===== config.mk =====
export PLATFORM = sky130hd
export DESIGN_NAME = axis_1553_encoder_gen
export DESIGN_NICKNAME = d
export VERILOG_FILES = /design/src/rtl/axis_1553_encoder_gen_pkg.sv /design/src/rtl/axis_1553_encoder_gen_pulse_gen.sv /design/src/rtl/axis_1553_encoder_gen.sv
export SDC_FILE = /design/constraint.sdc
export NUM_CORES = 1
export LEC_CHECK = 0
export CAP_MARGIN = 15
export CORE_MARGIN = 1.5
export CORE_UTILIZATION = 52
export CTS_CLUSTER_SIZE = 8
export DETAILED_ROUTE_END_ITERATION = 10
export HOLD_SLACK_MARGIN = 0.03
export PLACE_DENSITY = 0.74
export SETUP_SLACK_MARGIN = 0.15
export SYNTH_ARGS = -nofsm -noshare
export SYNTH_HDL_FRONTEND = slang
export SYNTH_SLANG_ARGS = --single-unit

===== constraint.sdc =====
create_clock -name aclk -period 2.8 [get_ports aclk]
set_input_delay 0.28 -clock aclk [delete_from_list [all_inputs] [get_ports aclk]]
set_output_delay 0.28 -clock aclk [all_outputs]
set_load 0.03 [all_outputs]

===== src/rtl/axis_1553_encoder_gen_pkg.sv =====
// Shared constants for the MIL-STD-1553 word transmitter: half-bit counts,
// tuser field positions and FSM state encoding.
package axis_1553_encoder_gen_pkg;

  localparam int HB_RATE = 2000000;
  localparam int SYNC_HB = 6;
  localparam int DATA_HB = 32;
  localparam int PAR_HB  = 2;

  localparam int TU_SYNC    = 0;
  localparam int TU_PFLIP   = 1;
  localparam int TU_SFAULT  = 2;
  localparam int TU_MFAULT  = 3;
  localparam int TU_IDX_LSB = 4;

  typedef enum logic [2:0] {
    ST_IDLE,
    ST_SYNC,
    ST_DATA,
    ST_PARITY,
    ST_GAP
  } state_t;

endpackage


===== src/rtl/axis_1553_encoder_gen_pulse_gen.sv =====
// Free-running divide-by-HALF tick; restart realigns the tick to a state entry
// so half-bit boundaries never drift relative to the FSM.
module pulse_gen_1553 #(
  parameter int HALF = 50
) (
  input  logic clk,
  input  logic rst_n,
  input  logic restart,
  output logic tick
);

  localparam int W = (HALF > 1) ? $clog2(HALF) : 1;

  logic [W-1:0] cnt;

  assign tick = (cnt == W'(HALF - 1));

  always_ff @(posedge clk or negedge rst_n) begin
    if (!rst_n)
      cnt <= '0;
    else if (restart || tick)
      cnt <= '0;
    else
      cnt <= cnt + 1'b1;
  end

endmodule


===== src/rtl/axis_1553_encoder_gen.sv =====
// MIL-STD-1553 word transmitter: AXI-Stream word in, Manchester-II differential
// out, with per-word sync type, optional inter-word gap and fault injection.
module axis_1553_encoder_gen #(
  parameter int         CLOCK_SPEED = 100000000,
  parameter int         DELAY_BITS  = 0,
  parameter logic [1:0] IDLE_STATE  = 2'b00
) (
  input  logic        aclk,
  input  logic        arstn,
  input  logic [15:0] s_axis_tdata,
  input  logic [7:0]  s_axis_tuser,
  input  logic        s_axis_tvalid,
  output logic        s_axis_tready,
  output logic [1:0]  diff,
  output logic        busy
);

  import axis_1553_encoder_gen_pkg::*;

  localparam int         HALF   = CLOCK_SPEED / HB_RATE;
  localparam logic [8:0] GAP_HB = 9'(2 * DELAY_BITS);

  if (CLOCK_SPEED < HB_RATE || (CLOCK_SPEED % HB_RATE) != 0 ||
      DELAY_BITS < 0 || DELAY_BITS > 255) begin : g_param_check
    $error("axis_1553_encoder_gen: illegal CLOCK_SPEED or DELAY_BITS");
  end

  state_t      state, next_state;
  logic [8:0]  hb_idx;
  logic [15:0] data_q;
  logic        par_q, cmd_q, sync_flt_q, man_flt_q, ready_en;
  logic [3:0]  flt_idx_q, bit_idx;
  logic        tick, last_hb, state_done, accept, restart, d0, tx_on;

  pulse_gen_1553 #(.HALF(HALF)) u_pulse (
    .clk    (aclk),
    .rst_n  (arstn),
    .restart(restart),
    .tick   (tick)
  );

  always_comb begin
    last_hb = 1'b0;
    case (state)
      ST_SYNC:   last_hb = (hb_idx == 9'(SYNC_HB - 1));
      ST_DATA:   last_hb = (hb_idx == 9'(DATA_HB - 1));
      ST_PARITY: last_hb = (hb_idx == 9'(PAR_HB - 1));
      ST_GAP:    last_hb = (hb_idx == GAP_HB - 9'd1);
      default:   last_hb = 1'b0;
    endcase
  end

  // Back-to-back acceptance is only possible on the final parity clock, and only without a gap.
  assign state_done    = tick & last_hb;
  assign s_axis_tready = ready_en & ((state == ST_IDLE) |
                         ((DELAY_BITS == 0) & (state == ST_PARITY) & state_done));
  assign accept        = s_axis_tvalid & s_axis_tready;
  assign restart       = accept | (next_state != state);

  always_ff @(posedge aclk or negedge arstn) begin
    if (!arstn) begin
      state      <= ST_IDLE;
      hb_idx     <= '0;
      data_q     <= '0;
      par_q      <= 1'b0;
      cmd_q      <= 1'b0;
      sync_flt_q <= 1'b0;
      man_flt_q  <= 1'b0;
      flt_idx_q  <= '0;
      ready_en   <= 1'b0;
    end else begin
      ready_en <= 1'b1;
      state    <= next_state;
      if (restart)
        hb_idx <= '0;
      else if (tick && state != ST_IDLE)
        hb_idx <= hb_idx + 9'd1;
      if (accept) begin
        data_q     <= s_axis_tdata;
        par_q      <= (~^s_axis_tdata) ^ s_axis_tuser[TU_PFLIP];
        cmd_q      <= s_axis_tuser[TU_SYNC];
        sync_flt_q <= s_axis_tuser[TU_SFAULT];
        man_flt_q  <= s_axis_tuser[TU_MFAULT];
        flt_idx_q  <= s_axis_tuser[TU_IDX_LSB +: 4];
      end
    end
  end

  always_comb begin
    next_state = state;
    case (state)
      ST_IDLE:   if (accept) next_state = ST_SYNC;
      ST_SYNC:   if (state_done) next_state = ST_DATA;
      ST_DATA:   if (state_done) next_state = ST_PARITY;
      ST_PARITY: begin
        if (state_done) begin
          if (accept)
            next_state = ST_SYNC;
          else if (GAP_HB != 9'd0)
            next_state = ST_GAP;
          else
            next_state = ST_IDLE;
        end
      end
      ST_GAP:    if (state_done) next_state = ST_IDLE;
      default:   next_state = ST_IDLE;
    endcase
  end

  // diff[0] level: a faulted half repeats the level of the half before it.
  always_comb begin
    d0      = 1'b0;
    tx_on   = 1'b1;
    bit_idx = hb_idx[4:1];
    case (state)
      ST_SYNC:   d0 = (hb_idx < 9'd3 || sync_flt_q) ? ~cmd_q : cmd_q;
      ST_DATA: begin
        d0 = data_q[4'd15 - bit_idx];
        if (!hb_idx[0] || (man_flt_q && flt_idx_q == bit_idx))
          d0 = ~d0;
      end
      ST_PARITY: d0 = hb_idx[0] ? par_q : ~par_q;
      default:   tx_on = 1'b0;
    endcase
    diff = tx_on ? {~d0, d0} : IDLE_STATE;
    busy = (state != ST_IDLE);
  end

endmodule


# Word level (Yosys, flattened, before mapping)
# Cells that the tools add are included.
totals:
  ramBits: 0
  register_bits: 43
  mem_count: 0
  latch_bits: 0
  romBits: 0
  input_bits: 27
classes:
  magnitude_cmp: 2
  div_mod_pow: 0
  n_reduce_logical: 11
  shifts: 0
  n_mux: 19
  n_addsub: 3
  n_mul: 0
  bitwise_logic: 11
  n_eq_ne: 11
op_table:
  columns: ["op", "n"]
  rows:
  - ["two-way mux 9 bit", 2]
  - ["XNOR reduction 16 bit", 1]
  - ["two-way mux 3 bit", 5]
  - ["one-hot mux 3 bit (5 select lines)", 1]
  - ["adder 9 x 1 -> 9 bit (second input constant)", 1]
  - ["equality test 9 x 1 -> 1 bit (second input constant)", 1]
  - ["equality test 9 x 3 -> 1 bit (second input constant)", 1]
  - ["equality test 9 x 5 -> 1 bit (second input constant)", 1]
  - ["equality test 9 bit (second input constant)", 1]
  - ["< comparator 9 x 2 -> 1 bit (second input constant)", 1]
  - ["adder 6 x 1 -> 6 bit (second input constant)", 1]
  - ["equality test 3 x 2 -> 1 bit (second input constant)", 2]
  - ["equality test 6 bit (second input constant)", 1]
  - ["two-way mux 1 bit", 6]
  - ["two-way mux 6 bit", 1]
  - ["< comparator 4 x 5 -> 1 bit (second input constant)", 1]
  - ["bitwise AND 1 bit", 4]
  - ["binary-select mux 1 bit (select 4 bit)", 1]
  - ["equality test 4 bit", 1]
  - ["NOT 1 bit", 4]
  - ["one-hot mux 1 bit (4 select lines)", 1]
  - ["subtractor 4 bit (first input constant)", 1]
  - ["equality test 3 x 1 -> 1 bit (second input constant)", 1]
  - ["equality test 3 bit (second input constant)", 1]
  - ["other kinds (12)", 16]

# Longest topological paths before layout
# Gate-level depths: netlist (run 1).
logic_depth:
  depth_word: 14
  depth_mapped: 9
  ltp_nobuf: 8

# By module
# A second synthesis (run 1) with hierarchy kept.
unflattened:
  hier_cells: 203
  hier_area_um2: 2403.6
modules_own_cells:
  columns: ["mod", "area_each_um2", "seq_area_each_um2", "n_inst", "cells_per_inst"]
  rows:
  - ["axis_1553_encoder_gen", 2122.0, 925.9, 1, 177]
  - ["pulse_gen_1553", 281.5, 150.1, 1, 26]

# Worst setup path before layout (run 1)
# No wires, ideal clock.
synth_path:
  path_type: "register to output"
  start: "reg hb_idx[1]"
  end: "out diff[0]"
  stages_incl_launch_ff: 8
  arrival_time_ps: 2386
  slack_ps: 134
  required_ps: 2520
  path_cell_list: "dfrtp_1 > buf_2 > mux4_2 > nor2b_1 > a211oi_1 > a21oi_1 > xnor2_1 > o32ai_1"
synth_between:
  elab_chain_cells: 7
synth_lines:
  columns: ["element", "line", "rtl"]
  rows:
  - ["start: declaration", "axis_1553_encoder_gen.sv:29", "logic [8:0] hb_idx;"]
  - ["start signal: assignment", "axis_1553_encoder_gen.sv:77", "hb_idx <= hb_idx + 9'd1;"]
  - ["subtractor 4 bit", "axis_1553_encoder_gen.sv:118", "d0 = data_q[4'd15 - bit_idx];"]
  - ["binary-select mux 1 bit (select 4 bit)", "axis_1553_encoder_gen.sv:118", null]
  - ["two-way mux 1 bit (implied by the code)", "axis_1553_encoder_gen.sv:118", null]
  - ["NOT 1 bit", "axis_1553_encoder_gen.sv:120", "d0 = ~d0;"]
  - ["two-way mux 1 bit", "axis_1553_encoder_gen.sv:119", "if (!hb_idx[0] || (man_flt_q && flt_idx_q == bit_idx))"]
  - ["one-hot mux 1 bit (3 select lines) (*)", "axis_1553_encoder_gen.sv:115", "case (state)"]
  - ["two-way mux 2 bit (*)", "axis_1553_encoder_gen.sv:125", "diff = tx_on ? {~d0, d0} : IDLE_STATE;"]
  - ["end: declaration", "axis_1553_encoder_gen.sv:14", "output logic [1:0] diff,"]
# Every way passes the cells marked *; elsewhere a longest branch is shown, timed or not. The select of a mux whose other input is x is not followed.

# Final worst setup path (run 1)
layout_path:
  start: "reg hb_idx[1]"
  end: "out diff[1]"
layout_between:
  elab_chain_cells: 8
layout_lines:
  columns: ["element", "line"]
  rows:
  - ["subtractor 4 bit", "axis_1553_encoder_gen.sv:118"]
  - ["binary-select mux 1 bit (select 4 bit)", "axis_1553_encoder_gen.sv:118"]
  - ["two-way mux 1 bit (implied by the code)", "axis_1553_encoder_gen.sv:118"]
  - ["NOT 1 bit", "axis_1553_encoder_gen.sv:120"]
  - ["two-way mux 1 bit", "axis_1553_encoder_gen.sv:119"]
  - ["one-hot mux 1 bit (3 select lines) (*)", "axis_1553_encoder_gen.sv:115"]
  - ["NOT 1 bit (*)", "axis_1553_encoder_gen.sv:125"]
  - ["two-way mux 2 bit (*)", "axis_1553_encoder_gen.sv:125"]
# Marked as above.

==> impl_metrics.sql, run 1 <==
INSERT INTO impl_metrics (metric_group, metric, value, unit) VALUES
('run_status', 'outcome', 'finished, final reports clean', ''),
('power', 'netSwitchingFraction', '0.219', ''),
('floorplanning', 'num_ports', '31', ''),
('routing', 'first_pass_iters', '6', ''),
('placed_design', 'io_buffer_count', '30', ''),
('power', 'report.power.total', '1.17', 'mW'),
('worst_setup_path', 'timing.critical_path.slowest_cell_delay', '0.51', 'ns'),
('clocking', 'clock_sinks', '43', ''),
('placed_design', 'finalWeightedCongestion', '0.820', ''),
('clocking', 'clk_pin_slew_worst_paths', '0.08', 'ns'),
('power', 'comb_power_share', '0.095', ''),
('yosys', 'synth_ff_type', 'sky130_fd_sc_hd__dfrtp_1', ''),
('clocking', 'clk_latency', '0.30', 'ns'),
('worst_setup_path', 'cpLargestDelayFamily', 'compound AO/OA/AOI/OAI gates', ''),
('routing', 'route.detailed.wl_per_inst', '15.2', 'um'),
('floorplanning', 'total_die_area', '5110', 'sq um'),
('placed_design', 'postPlaceCellArea', '2780', 'sq um'),
('power', 'internal_power', '0.910', 'mW'),
('routing', 'final_antenna_net_count', '0', ''),
('floorplanning', 'start_util', '0.549', ''),
('final_layout', 'postLayoutCellArea', '2930', 'sq um'),
('power', 'share_seq_of_total_power', '0.534', ''),
('power', 'clkPwrFrac', '0.371', ''),
('routing', 'detailroute.via_count', '1607', ''),
('sta', 'fin_worst_skew', '0.00577', 'ns'),
('clocking', 'cts_hold_repair.buffers', '0', ''),
('sta', 'fin_crit_sh', '0.903', ''),
('power', 'switchingPower', '0.255', 'mW'),
('sta', 'fmaxAchievable', '0.396', 'GHz'),
('clocking', 'cts_tree', 'yes', ''),
('worst_setup_path', 'critical_path.startpoint_type', 'flip-flop', ''),
('floorplanning', 'fp.dieW', '71.5', 'um'),
('grt', 'grt-ovfl-total', '0', ''),
('floorplanning', 'placement_rows', '24', ''),
('worst_setup_path', 'crit_path_end_kind', 'primary output', ''),
('yosys', 'yosysUniqueCellTypes', '41', ''),
('sta', 'timing.final.hold_violations', '0', ''),
('final_layout', 'finish.net_count', '273', ''),
('yosys', 'async_flop_share', '1.00', ''),
('clocking', 'ctsLongestPathBuffers', '2', ''),
('worst_hold_path', 'worst_hold_path_type', 'in -> async', ''),
('sta', 'report.final.setup_viol', '0', ''),
('worst_setup_path', 'worstSetupPathType', 'reg -> out', ''),
('floorplanning', 'core', '4440', 'sq um'),
('routing', 'drt_iter0_markers', '60', ''),
('power', 'power_density', '397', 'nW/um^2'),
('sta', 'min_period', '2.53', 'ns'),
('sta', 'max-slew-margin-rel', '0.359', ''),
('worst_setup_path', 'cp.arrival', '2.25', 'ns'),
('yosys', 'syn-num-nets', '238', ''),
('routing', 'detail_route.vias_per_cell', '5.43', ''),
('grt', 'number_of_antenna_violations_at_the_first_check_in_global_routing', '0', ''),
('worst_setup_path', 'timing.critical_path.fanout_max', '4', ''),
('clocking', 'h-tree-depth', '2', ''),
('grt', 'grt_first_pass_wirelength', '7870', 'um'),
('grt', 'grt_max_degree', '44', ''),
('worst_setup_path', 'combined_buffer_and_inverter_count_along_the_critical_path', '1', ''),
('flow_run', 'max_cap_viol_count', '0', ''),
('yosys', 'average_instance_area_after_synthesis', '11.7', 'sq um'),
('final_layout', 'flow.area_growth_from_synthesis', '20.2', '%'),
('clocking', 'ctsRootBufferMaster', 'sky130_fd_sc_hd__clkbuf_8', ''),
('routing', 'route.detailed.drc', '0', ''),
('yosys', 'ys.warnings.count', '0', ''),
('final_layout', 'fillCellCount', '342', ''),
('final_layout', 'final_layout_size_suffix_gt1_frac', '0.234', ''),
('clocking', 'tritoncts.num_buffers', '5', ''),
('sta', 'setup-tns-final', '0', 'ns'),
('sta', 'grt_setup_unrepaired', 'yes', ''),
('power', 'p_leak', '1.36', 'nW'),
('worst_setup_path', 'crit_path_top_delay_cell', 'sky130_fd_sc_hd__mux4_2', ''),
('sta', 'worst_margin_slew', '0.962', 'ns');
## registers in the layout (all words and copies together) (netlist names)
| name | flops |
|---|---|
| data_q | 16 |
| man_flt_q | 1 |
| state | 3 |
| cmd_q | 1 |
| par_q | 1 |
| u_pulse.cnt | 6 |
| flt_idx_q | 4 |
| hb_idx | 9 |
| sync_flt_q | 1 |
| ready_en | 1 |
## synth_stat cells, drive strengths merged, types with 3 or more instances
| cell type | n | area (sq um) |
|---|---|---|
| dfrtp | 43 | 1080 |
| mux2 | 24 | 342 |
| xnor2 | 24 | 210 |
| nor2 | 16 | 60.1 |
| nand2 | 15 | 63.8 |
| xor2 | 14 | 123 |
| nor3 | 10 | 50.1 |
| buf | 9 | 63.8 |
| nand3 | 7 | 35.0 |
| mux2i | 5 | 50.1 |
| mux4 | 4 | 90.1 |
| a21oi | 3 | 18.8 |
| and3 | 3 | 18.8 |
| ha | 3 | 37.5 |
| inv | 3 | 11.3 |
| o21ai | 3 | 15.0 |
## area by class of cell
| type | instances | area [sq um] | area share |
|---|---|---|---|
| clock inverter | 1 | 7.51 | 0.00256 |
| sequential | 43 | 1080 | 0.367 |
| inverter | 3 | 11.3 | 0.00384 |
| clock buffer | 7 | 96.3 | 0.0328 |
| timing repair buffer | 38 | 357 | 0.122 |
| tap | 52 | 65.1 | 0.0222 |
| multi-input combinational | 152 | 1320 | 0.450 |
## path summary, 6_finish.rpt
| check | slack (ns) | depth (start not counted) | startpoint | end |
|---|---|---|---|---|
| max reg2reg | 0.42 | 6 | state[2] | data_q[14] |
| min | 0.13 | 1 | arstn | u_pulse.cnt[2] |
| min reg2reg | 0.51 | 1 | data_q[0] | data_q[0] |
| max in group asynchronous | 2.01 | 1 | arstn | hb_idx[1] |
| max | 0.27 | 7 | hb_idx[1] | diff[1] |
| min in group aclk | 0.51 | 1 | data_q[0] | data_q[0] |
## power by group through the flow
| stage | clock (mW) | combinational (mW) | sequential, mW |
|---|---|---|---|
| finish | 0.432 | 0.111 | 0.622 |
| global route | 0.469 | 0.121 | 0.622 |
| CTS | 0.443 | 0.114 | 0.622 |
| detailed placement | 0 | 0.114 | 0.634 |
| global placement | 0 | 0.110 | 0.634 |
| floorplan | 0 | 0.0521 | 0.634 |
## cell usage in the layout, fill, tap and decap left out, types with 2 or more instances in the layout
| cell type | Yosys | routed |
|---|---|---|
| sky130_fd_sc_hd__mux2_4 | 19 | 19 |
| sky130_fd_sc_hd__nor2_1 | 16 | 16 |
| sky130_fd_sc_hd__mux2i_1 | 5 | 5 |
| sky130_fd_sc_hd__buf_4 | 1 | 8 |
| sky130_fd_sc_hd__mux2_2 | 5 | 5 |
| sky130_fd_sc_hd__dfrtp_1 | 43 | 42 |
| sky130_fd_sc_hd__a21oi_1 | 2 | 2 |
| sky130_fd_sc_hd__nand3_1 | 7 | 7 |
| sky130_fd_sc_hd__xnor2_1 | 24 | 24 |
| sky130_fd_sc_hd__nand2_1 | 14 | 14 |
| sky130_fd_sc_hd__mux4_2 | 4 | 4 |
| sky130_fd_sc_hd__and3_1 | 3 | 3 |
| sky130_fd_sc_hd__inv_1 | 3 | 3 |
| sky130_fd_sc_hd__nor3_1 | 10 | 10 |
| sky130_fd_sc_hd__ha_1 | 3 | 3 |
| sky130_fd_sc_hd__clkdlybuf4s50_1 | 0 | 26 |
| sky130_fd_sc_hd__o21ai_0 | 3 | 3 |
| sky130_fd_sc_hd__xor2_1 | 14 | 14 |
| sky130_fd_sc_hd__nor4_1 | 2 | 2 |
| sky130_fd_sc_hd__buf_6 | 3 | 2 |
| sky130_fd_sc_hd__a31oi_1 | 2 | 2 |
| sky130_fd_sc_hd__clkbuf_8 | 0 | 7 |
## cell families after synthesis
logic type	count (synthesis)	share of synthesized area
adder cells (fa/ha/maj)	3	0.0154
XOR/XNOR	38	0.136
multiplexers	33	0.197
AND/OR/NAND/NOR	62	0.127
flip-flops	43	0.441
buffers and inverters	13	0.0323
AO/OA/AOI/OAI	15	0.0497
other	1	0.00154
## routing by layer
layer,vias up,track usage,share of wire
met3,7,0.0450,0.037
met2,33,0.297,0.46
met1,776,0.288,0.48
li1,791,-,-
met5,-,0,0
met4,0,0.0734,0.016
## through the flow
step,util,std cells,worst slack [ns],hold WS [ns]
final,0.660,296,0.272,0.133
after global routing,0.660,296,0.136,0.217
after CTS,0.654,296,0.194,0.162
after detailed placement,0.626,286,0.216,0.486
after global placement,0.626,286,0.298,0.482
after floorplan,-,208,0.424,-0.0156
## what timing repair did
item,CTS,global route
pin swaps,0,2
buffers inserted,2,0
setup endpoints to repair,3,2
gates resized for setup,3,6
Note: power is estimated with default switching activity, not from simulation.
==> inputs of run 2 (changes only) <==
--- a/config.mk
+++ b/config.mk
@@ -11,7 +11,7 @@
 export CTS_CLUSTER_SIZE = 8
 export DETAILED_ROUTE_END_ITERATION = 10
 export HOLD_SLACK_MARGIN = 0.03
-export PLACE_DENSITY = 0.74
+export PLACE_DENSITY_LB_ADDON = 0.05
 export SETUP_SLACK_MARGIN = 0.15
 export SYNTH_ARGS = -nofsm -noshare
 export SYNTH_HDL_FRONTEND = slang
==> impl_metrics.sql, run 2 (same netlist as run 1, synthesis figures left out) <==
INSERT INTO impl_metrics (metric_group, metric, value, unit) VALUES
('worst_setup_path', 'cp.arrival', '2.28', 'ns'),
('worst_setup_path', 'crit_path_start', 'hb_idx[1]', ''),
('clocking', 'ctsLongestPathBuffers', '2', ''),
('clocking', 'clock_sinks', '43', ''),
('power', 'power_density', '384', 'nW/um^2'),
('worst_setup_path', 'worst_r2r_endpoint', 'flt_idx_q[0]', ''),
('routing', 'route.detailed.wl_per_inst', '15.6', 'um'),
('placed_design', 'finalWeightedCongestion', '0.864', ''),
('worst_setup_path', 'timing.critical_path.slowest_cell_delay', '0.49', 'ns'),
('final_layout', 'fin_util', '0.650', ''),
('power', 'p_leak', '1.35', 'nW'),
('final_layout', 'final_cell_mix', 'sky130_fd_sc_hd__dfrtp_1 (42), sky130_fd_sc_hd__clkdlybuf4s50_1 (26), sky130_fd_sc_hd__xnor2_1 (24), sky130_fd_sc_hd__mux2_4 (19), sky130_fd_sc_hd__nor2_1 (16)', ''),
('power', 'report.power.total', '1.11', 'mW'),
('sta', 'setup-tns-final', '0', 'ns'),
('worst_setup_path', 'critical_path.startpoint_type', 'flip-flop', ''),
('final_layout', 'final_common_cell', 'sky130_fd_sc_hd__dfrtp_1', ''),
('clocking', 'ctsRootBufferMaster', 'sky130_fd_sc_hd__clkbuf_8', ''),
('routing', 'final_antenna_net_count', '0', ''),
('power', 'netSwitchingFraction', '0.228', ''),
('grt', 'grt_first_pass_wirelength', '7650', 'um'),
('clocking', 'tritoncts.num_buffers', '5', ''),
('worst_setup_path', 'worstRegToRegCells', '6', ''),
('placed_design', 'hpwlAfterDp', '3390', 'um'),
('worst_setup_path', 'rr_startpoint', 'state[0]', ''),
('final_layout', 'antenna_diode_count', '0', ''),
('floorplanning', 'num_ports', '31', ''),
('routing', 'drt_iter0_markers', '82', ''),
('power', 'clkPwrFrac', '0.339', ''),
('floorplanning', 'placement_rows', '24', ''),
('worst_setup_path', 'cp.required', '2.52', 'ns'),
('final_layout', 'seq_area', '1080', 'sq um'),
('floorplanning', 'total_die_area', '5110', 'sq um'),
('sta', 'timing.final.hold_violations', '0', ''),
('final_layout', 'flow.area_growth_from_synthesis', '18.3', '%'),
('worst_setup_path', 'cpLargestDelayFamily', 'multiplexers', ''),
('routing', 'routed_wirelength', '4560', 'um'),
('worst_setup_path', 'worstSetupPathType', 'reg -> out', ''),
('final_layout', 'largest_register', 'data_q', ''),
('power', 'power.ir.vdd_worst', '240', 'uV'),
('power', 'internal_power', '0.857', 'mW'),
('routing', 'route.detailed.drc', '0', ''),
('worst_setup_path', 'critical_path.cell_chain', 'buf_12 -> mux4_2 -> mux2i_1 -> a21oi_1 -> xnor2_1 -> o311a_1 -> buf_4', ''),
('routing', 'detailroute.via_count', '1628', ''),
('clocking', 'cts_tree', 'yes', ''),
('clocking', 'clk_pin_slew_worst_paths', '0.08', 'ns'),
('grt', 'number_of_antenna_violations_at_the_first_check_in_global_routing', '0', ''),
('sta', 'min_period', '2.56', 'ns'),
('final_layout', 'fillCellCount', '365', ''),
('clocking', 'h-tree-depth', '2', ''),
('worst_hold_path', 'worst_hold_path_type', 'in -> async', ''),
('clocking', 'cts_hold_repair.buffers', '0', ''),
('floorplanning', 'die_height', '71.5', 'um'),
('power', 'share_seq_of_total_power', '0.560', ''),
('grt', 'grt_usage', '0.190', ''),
('worst_setup_path', 'crit_path_top_delay_cell', 'sky130_fd_sc_hd__mux4_2', ''),
('sta', 'max-slew-margin-rel', '0.357', ''),
('placed_design', 'io_buffer_count', '30', ''),
('worst_setup_path', 'regToRegSetupSlack', '0.41', 'ns'),
('floorplanning', 'fp.dieW', '71.5', 'um'),
('final_layout', 'final-instance-count-excl-fill', '293', ''),
('worst_setup_path', 'crit_end', 'diff[1]', ''),
('final_layout', 'reg.largest.list', 'data_q x16, hb_idx x9, u_pulse.cnt x6', ''),
('worst_setup_path', 'combined_buffer_and_inverter_count_along_the_critical_path', '2', ''),
('worst_setup_path', 'timing.critical_path.fanout_max', '8', ''),
('sta', 'worst_margin_slew', '0.965', 'ns'),
('final_layout', 'final_layout_size_suffix_gt1_frac', '0.220', ''),
('run_status', 'outcome', 'finished, final reports clean', ''),
('floorplanning', 'start_util', '0.549', ''),
('floorplanning', 'core', '4440', 'sq um'),
('routing', 'detail_route.vias_per_cell', '5.56', ''),
('sta', 'report.final.setup_viol', '0', ''),
('routing', 'first_pass_iters', '6', ''),
('final_layout', 'multiInputGateArea', '1310', 'sq um'),
('placed_design', 'placedCellCount', '284', ''),
('grt', 'first_global_vias', '1621', ''),
('power', 'switchingPower', '0.253', 'mW'),
('sta', 'grt_setup_unrepaired', 'yes', ''),
('grt', 'grt_max_degree', '44', ''),
('sta', 'fin_crit_sh', '0.913', ''),
('grt', 'grt-ovfl-total', '0', ''),
('sta', 'max_transition_viols_final', '0', ''),
('sta', 'fmaxAchievable', '0.391', 'GHz'),
('sta', 'hold-worst-slack', '0.133', 'ns'),
('worst_setup_path', 'crit_path_end_kind', 'primary output', ''),
('worst_setup_path', 'critical_path_depth', '7', ''),
('final_layout', 'max_ffs_per_register', '16', ''),
('flow_run', 'max_cap_viol_count', '0', ''),
('power', 'comb_power_share', '0.101', ''),
('final_layout', 'finish.net_count', '270', ''),
('sta', 'fin_worst_skew', '0.00688', 'ns'),
('clocking', 'clk_latency', '0.29', 'ns');
run 2: changes by cell type in the layout (fill, tap and decap cells not counted), sizes merged:
cell      previous run  this run
buf                 11         8
clkinvlp             1         0
clkbuf               7         5
clkinv               0         3
run 2: repair_timing:
item | 4_1_cts | 5_1_grt
resized for setup | 2 | 3
pin swaps | 0 | 2
setup buffers | 1 | 0
endpoints found under the setup margin | 3 | 3
run 2: worst min path at each step:
stage               start         to  slack [ns]  cells after the start
floorplan           arstn      cmd_q       -0.02                      0
global placement    arstn  hb_idx[7]        0.46                      1
detailed placement  arstn  hb_idx[6]        0.49                      1
CTS                 arstn  hb_idx[6]        0.17                      1
global route        arstn  hb_idx[6]        0.22                      1
finish              arstn  hb_idx[8]        0.13                      1
run 2: layout make-up:
cell class                      count  share of cell area
Tap cell                           52              0.0225
Inverter                            3             0.00390
Timing Repair Buffer               35               0.117
Sequential cell                    43               0.373
Clock buffer                        5              0.0238
Multi-Input combinational cell    152               0.454
Clock inverter                      3             0.00520
run 2: power by group through the flow:
stage | sequential, mW | clock [mW] | combinational [mW]
after detailed placement | 0.634 | 0 | 0.114
after global placement | 0.634 | 0 | 0.109
after floorplan | 0.634 | 0 | 0.0521
after CTS | 0.622 | 0.388 | 0.114
after global routing | 0.622 | 0.415 | 0.122
final | 0.622 | 0.376 | 0.112
run 2: worst reg2reg max path, delay by kind of cell (launching register included):
kind	cells	cell delay (ns)
flip-flops	1	0.54
AND/OR/NAND/NOR	2	0.66
AO/OA/AOI/OAI	2	0.34
multiplexers	2	0.74
run 2: metrics by stage:
stage	cell area (sq um)	worst slack, ns
finish	2890	0.243
global route	2890	0.136
global placement	2770	0.263
floorplan	2450	0.424
CTS	2870	0.186
detailed placement	2770	0.245
run 2: routing by layer:
| layer | vias to the layer above | part of all wire | track usage |
|---|---|---|---|
| li1 | 778 | - | - |
| met1 | 805 | 0.48 | 0.271 |
| met2 | 39 | 0.47 | 0.294 |
| met3 | 6 | 0.035 | 0.0422 |
| met4 | 0 | 0.011 | 0.0545 |
| met5 | - | 0 | 0 |
==> inputs of run 3 (changes only) <==
--- a/config.mk
+++ b/config.mk
@@ -5,8 +5,9 @@
 export SDC_FILE = /design/constraint.sdc
 export NUM_CORES = 1
 export LEC_CHECK = 0
+export ABC_AREA = 1
 export CAP_MARGIN = 15
-export CORE_MARGIN = 1.5
+export CORE_MARGIN = 2
 export CORE_UTILIZATION = 52
 export CTS_CLUSTER_SIZE = 8
 export DETAILED_ROUTE_END_ITERATION = 10
==> impl_metrics.sql, run 3 <==
INSERT INTO impl_metrics (metric_group, metric, value, unit) VALUES
('floorplanning', 'total_die_area', '5340', 'sq um'),
('routing', 'detail_route.vias_per_cell', '5.12', ''),
('routing', 'drt_iter0_markers', '118', ''),
('grt', 'grt_usage', '0.208', ''),
('final_layout', 'seq_area', '1080', 'sq um'),
('flow_run', 'max_cap_viol_count', '0', ''),
('yosys', 'average_instance_area_after_synthesis', '7.68', 'sq um'),
('yosys', 'synth_ff_type', 'sky130_fd_sc_hd__dfrtp_1', ''),
('yosys', 'syn-num-nets', '353', ''),
('worst_setup_path', 'rr_startpoint', 'state[0]', ''),
('routing', 'routed_wirelength', '5260', 'um'),
('worst_setup_path', 'cpLargestDelayFamily', 'simple AND/OR/NAND/NOR gates', ''),
('worst_setup_path', 'worst_r2r_endpoint', 'data_q[11]', ''),
('final_layout', 'final_layout_size_suffix_gt1_frac', '0.0899', ''),
('worst_setup_path', 'regToRegSetupSlack', '0.68', 'ns'),
('yosys', 'synthCells', '323', ''),
('clocking', 'clock_sinks', '43', ''),
('floorplanning', 'fp.dieW', '73.1', 'um'),
('worst_setup_path', 'timing.critical_path.fanout_max', '10', ''),
('grt', 'grt_first_pass_wirelength', '8620', 'um'),
('worst_setup_path', 'crit_path_start', 'state[0]', ''),
('final_layout', 'final_common_cell', 'sky130_fd_sc_hd__nand2_1', ''),
('routing', 'route.detailed.drc', '0', ''),
('sta', 'worst_margin_slew', '0.939', 'ns'),
('floorplanning', 'start_util', '0.532', ''),
('yosys', 'netlist.top_cell.by_area', 'sky130_fd_sc_hd__dfrtp_1', ''),
('clocking', 'ctsLongestPathBuffers', '2', ''),
('yosys', 'yosysUniqueCellTypes', '32', ''),
('final_layout', 'antenna_diode_count', '0', ''),
('sta', 'fin_crit_sh', '0.873', ''),
('grt', 'number_of_antenna_violations_at_the_first_check_in_global_routing', '0', ''),
('yosys', 'ys.warnings.count', '0', ''),
('sta', 'max_transition_viols_final', '0', ''),
('floorplanning', 'core', '4660', 'sq um'),
('grt', 'grt-ovfl-total', '0', ''),
('power', 'power_density', '412', 'nW/um^2'),
('sta', 'finalWorstSetupSlack', '0.356', 'ns'),
('sta', 'max-slew-margin-rel', '0.374', ''),
('worst_setup_path', 'worstRegToRegCells', '13', ''),
('worst_hold_path', 'worst_hold_path_type', 'in -> async', ''),
('clocking', 'cts_hold_repair.buffers', '0', ''),
('worst_setup_path', 'critical_path_depth', '11', ''),
('clocking', 'clk_latency', '0.30', 'ns'),
('worst_setup_path', 'cp.arrival', '2.16', 'ns'),
('final_layout', 'final_cell_mix', 'sky130_fd_sc_hd__nand2_1 (81), sky130_fd_sc_hd__nor2_1 (42), sky130_fd_sc_hd__dfrtp_1 (42), sky130_fd_sc_hd__nand3_1 (35), sky130_fd_sc_hd__clkdlybuf4s50_1 (26)', ''),
('sta', 'timing.final.hold_violations', '0', ''),
('sta', 'grt_setup_unrepaired', 'yes', ''),
('floorplanning', 'placement_rows', '25', ''),
('final_layout', 'postLayoutCellArea', '2950', 'sq um'),
('routing', 'route.detailed.wl_per_inst', '12.8', 'um'),
('floorplanning', 'num_ports', '31', ''),
('worst_setup_path', 'crit_path_end_kind', 'primary output', ''),
('final_layout', 'multiInputGateArea', '1250', 'sq um'),
('clocking', 'cts_tree', 'yes', ''),
('grt', 'grt_max_degree', '44', ''),
('final_layout', 'flow.area_growth_from_synthesis', '18.7', '%'),
('final_layout', 'reg.largest.list', 'data_q x16, hb_idx x9, u_pulse.cnt x6', ''),
('worst_setup_path', 'critical_path.startpoint_type', 'flip-flop', ''),
('worst_setup_path', 'crit_end', 's_axis_tready', ''),
('yosys', 'synth_top_cell_area_share', '0.434', ''),
('worst_setup_path', 'crit_path_top_delay_cell', 'sky130_fd_sc_hd__dfrtp_1', ''),
('yosys', 'synth.area.top_cells', 'sky130_fd_sc_hd__dfrtp_1 (43%), sky130_fd_sc_hd__nand2_1 (12%), sky130_fd_sc_hd__nand3_1 (7.1%)', ''),
('clocking', 'ctsRootBufferMaster', 'sky130_fd_sc_hd__clkbuf_8', ''),
('grt', 'first_global_vias', '1874', ''),
('sta', 'report.final.setup_viol', '0', ''),
('yosys', 'synth-edff-count', '0', ''),
('clocking', 'h-tree-depth', '2', ''),
('worst_setup_path', 'timing.critical_path.slowest_cell_delay', '0.46', 'ns'),
('yosys', 'async_flop_share', '1.00', ''),
('yosys', 'synthesis.area', '2480', 'sq um'),
('run_status', 'outcome', 'finished, final reports clean', ''),
('worst_setup_path', 'worstSetupPathType', 'reg -> out', ''),
('sta', 'min_period', '2.44', 'ns'),
('routing', 'first_pass_iters', '4', ''),
('power', 'p_leak', '1.50', 'nW'),
('placed_design', 'hpwlAfterDp', '3870', 'um'),
('placed_design', 'finalWeightedCongestion', '0.896', ''),
('yosys', 'synth.cells.most_frequent', 'sky130_fd_sc_hd__nand2_1 (81), sky130_fd_sc_hd__dfrtp_1 (43), sky130_fd_sc_hd__nor2_1 (43)', ''),
('routing', 'detailroute.via_count', '2101', ''),
('power', 'power.ir.vdd_worst', '287', 'uV'),
('sta', 'fin_worst_skew', '0.00561', 'ns'),
('placed_design', 'place_ws', '0.336', 'ns'),
('placed_design', 'io_buffer_count', '30', ''),
('floorplanning', 'die_height', '73.1', 'um'),
('clocking', 'clk_pin_slew_worst_paths', '0.08', 'ns'),
('worst_setup_path', 'critical_path.cell_chain', 'nor2_2 -> nand2_2 -> nand2_1 -> inv_1 -> nor2_1 -> nand2_1 -> nor2_1 -> nand3_1 -> a21boi_2 -> buf_6 -> buf_4', ''),
('yosys', 'sequential_to_total_area_share_from_yosys_stat', '0.434', ''),
('routing', 'final_antenna_net_count', '0', ''),
('worst_setup_path', 'cp.required', '2.52', 'ns'),
('yosys', 'synth_most_common_cell', 'sky130_fd_sc_hd__nand2_1', ''),
('final_layout', 'finish.net_count', '385', ''),
('yosys', 'synth.ff_latch_count', '43', ''),
('sta', 'setup-tns-final', '0', 'ns'),
('final_layout', 'largest_register', 'data_q', ''),
('clocking', 'tritoncts.num_buffers', '5', ''),
('final_layout', 'max_ffs_per_register', '16', ''),
('sta', 'fmaxAchievable', '0.409', 'GHz'),
('placed_design', 'postPlaceCellArea', '2810', 'sq um'),
('worst_setup_path', 'combined_buffer_and_inverter_count_along_the_critical_path', '3', ''),
('final_layout', 'fillCellCount', '457', '');
run 3: cell count changes in the layout (fill, tap and decap cells not counted), moves of 4 or more:
cell | previous run | this run
sky130_fd_sc_hd__nand2_1 | 14 | 81
sky130_fd_sc_hd__nand3_1 | 7 | 35
sky130_fd_sc_hd__nor2_1 | 16 | 42
sky130_fd_sc_hd__inv_1 | 3 | 24
sky130_fd_sc_hd__mux2_4 | 19 | 0
sky130_fd_sc_hd__o21ai_0 | 3 | 19
sky130_fd_sc_hd__xnor2_1 | 24 | 12
sky130_fd_sc_hd__nor3_1 | 10 | 0
sky130_fd_sc_hd__a21oi_1 | 2 | 7
sky130_fd_sc_hd__mux2_2 | 5 | 0
sky130_fd_sc_hd__mux2i_1 | 5 | 0
sky130_fd_sc_hd__mux4_2 | 4 | 0
sky130_fd_sc_hd__nand3b_1 | 0 | 4
run 3: worst min-delay path by stage:
stage / slack, ns / cells after the start / to / start
after floorplan: -0.02 / 0 / cmd_q / arstn
after global placement: 0.47 / 1 / u_pulse.cnt[4] / arstn
after detailed placement: 0.47 / 2 / data_q[1] / data_q[1]
after CTS: 0.15 / 1 / u_pulse.cnt[4] / arstn
after global routing: 0.20 / 1 / u_pulse.cnt[4] / arstn
final: 0.12 / 1 / u_pulse.cnt[4] / arstn
run 3: logic make-up (layout without fill, tap and decap cells):
family / Yosys count / in the layout / share of synthesized area
DFF: 43 / 43 / 0.434
and+or+nand+nor: 175 / 175 / 0.307
xor gates and xnor gates: 28 / 28 / 0.0988
adders and majority gates: 3 / 3 / 0.0151
AOI/OAI and AO/OA: 35 / 35 / 0.0787
other: 1 / 1 / 0.00151
buffers and inverters: 38 / 71 / 0.0651
run 3: metrics by stage:
step	hold WS [ns]	std cells	total power, mW	util
floorplan	-0.0156	323	0.684	-
global placement	0.468	400	0.743	0.603
detailed placement	0.471	400	0.746	0.603
CTS	0.146	408	1.23	0.627
global route	0.203	410	1.25	0.632
finish	0.119	410	1.21	0.632
run 3: layout make-up:
class                           count  share of cell area
Inverter                           27              0.0344
Tap cell                           54              0.0229
Multi-Input combinational cell    242               0.424
Clock inverter                      3              0.0149
Timing Repair Buffer               36               0.114
Sequential cell                    43               0.366
Clock buffer                        5              0.0234
run 3: what timing repair did:
item | CTS | global route
setup endpoints to repair | 2 | 3
gates resized for setup | 2 | 6
buffers inserted | 0 | 1
gates cloned | 0 | 1
pin swaps | 0 | 1
run 3: layer usage:
layer	GRT usage	vias up	part of all wire
li1	-	1089	-
met1	0.281	948	0.46
met2	0.328	51	0.47
met3	0.0359	13	0.044
met4	0.0885	0	0.028
met5	0	-	0
run 3: power by group:
group	switching [mW]	internal (mW)
clock network	0.218	0.266
logic	0.0520	0.0577
registers	0.000556	0.621
total	0.270	0.944
